--- config.mk ---
export PLATFORM = sky130hd
export DESIGN_NAME = register_read_responder
export DESIGN_NICKNAME = d
export VERILOG_FILES = /design/src/rtl/register_read_responder_pkg.sv /design/src/rtl/register_read_responder_hold.sv /design/src/rtl/register_read_responder.sv
export SDC_FILE = /design/constraint.sdc
export NUM_CORES = 1
export LEC_CHECK = 0
export BUFFER_PORTS_ARGS = -buffer_cell sky130_fd_sc_hd__buf_2
export CAP_MARGIN = 10
export CORE_UTILIZATION = 57
export CTS_BUF_LIST = sky130_fd_sc_hd__clkbuf_8
export DETAILED_ROUTE_END_ITERATION = 8
export HOLD_SLACK_MARGIN = 0.15
export PLACE_DENSITY = 0.85
export SLEW_MARGIN = 20
export SYNTH_ARGS = -nofsm -noshare
export SYNTH_HDL_FRONTEND = slang
export SYNTH_SLANG_ARGS = --single-unit
export TNS_END_PERCENT = 30
--- constraint.sdc ---
create_clock -name clk -period 2.18 [get_ports clk]
set_input_delay 0.218 -clock clk [delete_from_list [all_inputs] [get_ports clk]]
set_output_delay 0.218 -clock clk [all_outputs]
set_load 0.02 [all_outputs]
--- src/rtl/register_read_responder_pkg.sv ---
// Shared definitions for the register-space read responder: FSM state encoding,
// counter width and a saturating increment helper.
package register_read_responder_pkg;

    typedef enum logic [2:0] {
        ST_IDLE    = 3'd0,
        ST_FETCH   = 3'd1,
        ST_WAIT    = 3'd2,
        ST_DRIVE   = 3'd3,
        ST_RELEASE = 3'd4
    } rd_state_e;

    localparam int CNT_W = 8;

    function automatic logic [CNT_W-1:0] sat_inc(input logic [CNT_W-1:0] v);
        if (v == {CNT_W{1'b1}}) begin
            return v;
        end else begin
            return v + {{(CNT_W-1){1'b0}}, 1'b1};
        end
    endfunction

endpackage

--- src/rtl/register_read_responder_hold.sv ---
// N-bit loadable flip-flop block with synchronous active-high clear; holds the
// data word presented to the bus.
module register_read_responder_hold #(
    parameter int WIDTH = 4
) (
    input  logic             clk,
    input  logic             reset,
    input  logic             load,
    input  logic [WIDTH-1:0] d,
    output logic [WIDTH-1:0] q
);

    logic [WIDTH-1:0] q_r;

    // Holding register: clear on reset, capture on load, otherwise keep.
    always_ff @(posedge clk) begin
        if (reset) begin
            q_r <= {WIDTH{1'b0}};
        end else if (load) begin
            q_r <= d;
        end else begin
            q_r <= q_r;
        end
    end

    assign q = q_r;

endmodule

--- src/rtl/register_read_responder.sv ---
// CPU read-cycle responder for the register space: fetch, wait states, drive+ack,
// release. Optional strobe-hold timeout is enabled by defining READ_TIMEOUT_EN.
module register_read_responder
    import register_read_responder_pkg::*;
#(
    parameter int dataWidth  = 4,
    parameter int addrWidth  = 4,
    parameter int waitCycles = 2
`ifdef READ_TIMEOUT_EN
    ,
    parameter int timeoutCyc = 64
`endif
) (
    input  logic                 clk,
    input  logic                 reset,
    input  logic                 busStrobe,
    input  logic                 busRead,
    input  logic                 busSelect,
    input  logic [addrWidth-1:0] busAddr,
    output logic                 rdEn,
    output logic [addrWidth-1:0] rdAddr,
    input  logic [dataWidth-1:0] rdData,
    output logic [dataWidth-1:0] dataOut,
    output logic                 dataOe,
    output logic                 ack,
    output logic                 busy,
    output logic                 abortPulse
);

    // WAIT occupies at least one cycle even when no wait states are configured.
    localparam logic [CNT_W-1:0] WAIT_LAST =
        (waitCycles > 0) ? CNT_W'(waitCycles - 1) : {CNT_W{1'b0}};

    rd_state_e            state_r;
    rd_state_e            state_s;
    logic                 start_s;
    logic                 load_s;
    logic [CNT_W-1:0]     wait_cnt_r;
    logic [addrWidth-1:0] rd_addr_r;
    logic                 rd_en_r;
    logic                 oe_r;
    logic                 ack_r;
    logic                 busy_r;

`ifdef READ_TIMEOUT_EN
    localparam logic [CNT_W-1:0] TO_LAST = CNT_W'(timeoutCyc - 1);

    logic [CNT_W-1:0] to_cnt_r;
    logic             need_low_r;
    logic             abort_r;
    logic             timeout_s;

    assign start_s = busStrobe & busRead & busSelect & ~need_low_r;
`else
    assign start_s = busStrobe & busRead & busSelect;
`endif

    // Next-state decode and dataOut load strobe.
    always_comb begin
        state_s = state_r;
        load_s  = 1'b0;
`ifdef READ_TIMEOUT_EN
        timeout_s = 1'b0;
`endif
        case (state_r)
            ST_IDLE: begin
                if (start_s) begin
                    state_s = ST_FETCH;
                end else begin
                    state_s = ST_IDLE;
                end
            end
            ST_FETCH: begin
                if (!busStrobe) begin
                    state_s = ST_RELEASE;
                end else begin
                    state_s = ST_WAIT;
                    load_s  = 1'b1;
                end
            end
            ST_WAIT: begin
                if (!busStrobe) begin
                    state_s = ST_RELEASE;
                end else if (wait_cnt_r >= WAIT_LAST) begin
                    state_s = ST_DRIVE;
                end else begin
                    state_s = ST_WAIT;
                end
            end
            ST_DRIVE: begin
                if (!busStrobe) begin
                    state_s = ST_RELEASE;
`ifdef READ_TIMEOUT_EN
                end else if (to_cnt_r >= TO_LAST) begin
                    state_s   = ST_RELEASE;
                    timeout_s = 1'b1;
`endif
                end else begin
                    state_s = ST_DRIVE;
                end
            end
            ST_RELEASE: begin
                state_s = ST_IDLE;
            end
            default: begin
                state_s = ST_IDLE;
            end
        endcase
    end

    // State, address capture, wait counter and bus-facing output registers.
    always_ff @(posedge clk) begin
        if (reset) begin
            state_r    <= ST_IDLE;
            rd_addr_r  <= {addrWidth{1'b0}};
            rd_en_r    <= 1'b0;
            oe_r       <= 1'b0;
            ack_r      <= 1'b0;
            busy_r     <= 1'b0;
            wait_cnt_r <= {CNT_W{1'b0}};
        end else begin
            state_r <= state_s;
            rd_en_r <= (state_s == ST_FETCH);
            oe_r    <= (state_s == ST_DRIVE);
            ack_r   <= (state_s == ST_DRIVE);
            busy_r  <= (state_s != ST_IDLE);
            if ((state_r == ST_IDLE) && (state_s == ST_FETCH)) begin
                rd_addr_r <= busAddr;
            end else begin
                rd_addr_r <= rd_addr_r;
            end
            if (state_r == ST_WAIT) begin
                wait_cnt_r <= sat_inc(wait_cnt_r);
            end else begin
                wait_cnt_r <= {CNT_W{1'b0}};
            end
        end
    end

`ifdef READ_TIMEOUT_EN
    // Drive-phase timeout counter, abort pulse and strobe-must-go-low lockout.
    always_ff @(posedge clk) begin
        if (reset) begin
            to_cnt_r   <= {CNT_W{1'b0}};
            need_low_r <= 1'b0;
            abort_r    <= 1'b0;
        end else begin
            abort_r <= timeout_s;
            if (state_r == ST_DRIVE) begin
                to_cnt_r <= sat_inc(to_cnt_r);
            end else begin
                to_cnt_r <= {CNT_W{1'b0}};
            end
            if (timeout_s) begin
                need_low_r <= 1'b1;
            end else if (!busStrobe) begin
                need_low_r <= 1'b0;
            end else begin
                need_low_r <= need_low_r;
            end
        end
    end

    assign abortPulse = abort_r;
`else
    assign abortPulse = 1'b0;
`endif

    register_read_responder_hold #(
        .WIDTH(dataWidth)
    ) u_hold (
        .clk  (clk),
        .reset(reset),
        .load (load_s),
        .d    (rdData),
        .q    (dataOut)
    );

    assign rdEn   = rd_en_r;
    assign rdAddr = rd_addr_r;
    assign dataOe = oe_r;
    assign ack    = ack_r;
    assign busy   = busy_r;

endmodule

==> flow_summary.yaml <==
floorplanning:
  dieArea_um2: 1925
  start_util_pct: 63.41
  rows: 14
  die_h_um: 43.88
  core-area_um2: 1577
  die_w_um: 43.88
  num_io_pins: 26
route:
  num_vias: 914
  dr_wl_met2_um: 1025
  wl_met1_um: 961
  viasPerCell: 6.392
  dr.max_layer_used: "met4"
  drt_iter0_markers: 59
  wirelength_um: 2179
  wl_met3_um: 149
  remaining_drc_errors: 0
  wl_per_cell_um: 15.24
  drt_pass1_iterations: 7
  antenna_left: 0
worst_hold_path:
  min_from: "busStrobe"
  holdCritPathClass: "input port to flip-flop"
global_routing:
  grt_max_degree: 15
  grt_usage_pct: 25.93
  grt_pass1_wl_um: 3712
  grt_pass1_vias: 822
  antenna_found_initial: 0
  grt_remaining_overflow: 0
cts:
  postCtsSetupBuffers: 0
  root_buffer: "clkbuf_8"
  clkSinkCount: 22
  clockBufferDepth: 2
  clk_pin_slew_worst_paths_ns: 0.08
  tritoncts: "done"
  numCtsBuffers: 3
  cts-resized-gates: 0
  clock_latency_ns: 0.26
  holdBufCountCts: 0
  htreeDepth: 1
place:
  dpl_cell_area_um2: 1092
  port_buffers: 24
  dp_hpwl_um: 1562
  gp_congestion: 0.8176
critical_path:
  critPathKind: "flip-flop to flip-flop"
  worstPathMaxFanout: 6
  cp.required_ns: 2.31
  cp_data_arrival_time_ns: 1.64
  startpoint: "wait_cnt_r[1]"
  r2r_setup_slack_ns: 0.67
  crit_path_end: "busy"
  r2r-end: "busy"
  reg2reg_from: "wait_cnt_r[1]"
  end_kind: "flip-flop"
  startpoint_type: "flip-flop"
  r2r_cells: 5
final_layout:
  nNetsFinal: 144
  syn2layout_area_growth_pct: 14.77
  drive_above_1_share_pct: 26.77
  diodes: 0
  design_area_um2: 1147
  final.fill_count: 122
power_and_ir_drop:
  power_density_nw_per_um2: 655.5
  total_power_w: 0.0007521
  power_leakage_nw: 0.4552
  peakVddDrop_mv: 0.4247
yosys:
  syn_area_um2: 999.7
  yosysWarnings: 0
  synth_cells: 106
  ys_seq_elements: 22
  async_flop_share_pct: 0
  synth_common_cells: "dfxtp_1 (22), nand3_1 (8), o21ai_0 (8)"
  ys_types: 33
  yosysTopAreaCell: "dfxtp_1"
  synth-edff-count: 0
  seq_area_frac_synth_pct: 44.06
  synth_ff_type: "dfxtp_1"
  synth_top_area_share_pct: 44.06
  avgSynthCellArea_um2: 9.431
  yosysMostFrequentCell: "dfxtp_1"
  ys_top_cells_by_area: "dfxtp_1 (44%), mux2i_1 (4.0%), nand3_1 (4.0%), o21ai_0 (4.0%), a31oi_1 (3.8%)"
  synth_fp_nets: 122
sta:
  setup_tns_ns: 0
  whs_ns: 0.1622
  fmax_mhz: 662.7
  period_share_pct: 69.22
  setup_viol: 0
  fin_crit_ns: 1.509
  slew_violations: 0
  finalHoldViolations: 0
  rsz0062_at_grt: "no"
  worst_clock_skew_ns: 0.003705
status:
  status: "finished, final reports clean"
job:
  drv_cap: 0
==> metal layers <==
layer,up-vias,GRT usage (%)
met5,-,0
met4,0,10.30
met3,8,4.167
met2,58,40.90
met1,413,35.49
li1,435,-
==> cell type report <==
type	instances	area [um2]	share of cell area, %
Timing Repair Buffer	24	120.1	10.47
Multi-Input combinational cell	74	500.5	43.62
Inverter	3	11.26	0.9815
Tap cell	16	20.02	1.745
Sequential cell	22	440.4	38.39
Clock buffer	4	55.05	4.798
==> flip-flops by register name (all words and copies together) (netlist names) <==
| name | flops |
|---|---|
| wait_cnt_r | 8 |
| rdAddr | 4 |
| ack | 1 |
| rdEn | 1 |
| busy | 1 |
| state_r | 3 |
| u_hold.q | 4 |
==> metrics by stage <==
stage	std cells	setup WS (ns)	util, %
final	143	0.6711	72.78
after global routing	143	0.5492	72.78
after CTS	143	0.6907	72.78
after detailed placement	139	0.7211	69.29
after global placement	139	0.8210	69.29
after floorplan	106	0.8813	-
==> cells in the final DEF, fill, tap and decap left out, drive strengths merged, types with 2 or more instances in the layout <==
cell type	Yosys	routed
clkbuf	1	4
o21ai	8	8
nor4b	3	3
and4	2	2
a21oi	7	7
nand4	2	2
mux2i	4	4
ha	3	3
and4bb	2	2
nor2	7	7
buf	6	24
nand2	3	3
a31oi	6	6
nand3	8	8
nor4	2	2
inv	3	3
and3	2	2
dfxtp	22	22
nor3	6	6
a211oi	2	2
==> cells by family after synthesis <==
group | Yosys count | share of synthesized area (%)
fa+ha+maj | 3 | 3.755
other cells | 1 | 0.3751
flops | 22 | 44.05
mux | 4 | 4.005
simple gates | 40 | 25.28
compound gates | 26 | 16.65
buf+inv | 10 | 5.882
==> worst max-delay path: stages, from the launching register on <==
cell and delay, ns:
dfxtp_1 0.43, inv_1 0.10, ha_1 0.19, nor4b_1 0.29
and4_4 0.30, o41ai_2 0.07
==> where the power goes <==
group	switching, W	internal (W)	total [W]
registers	0.00000381	0.000408	0.000412
clock network	0.000127	0.000161	0.000288
logic	0.0000321	0.0000204	0.0000525
total	0.000163	0.000589	0.000752
==> worst min path at each step <==
stage	to	cells past startpoint
after floorplan	ack	1
after global placement	state_r[2]	2
after CTS	state_r[2]	2
final	state_r[2]	2
after global routing	state_r[2]	2
after detailed placement	state_r[2]	2
(Power assumes the default switching activity.)
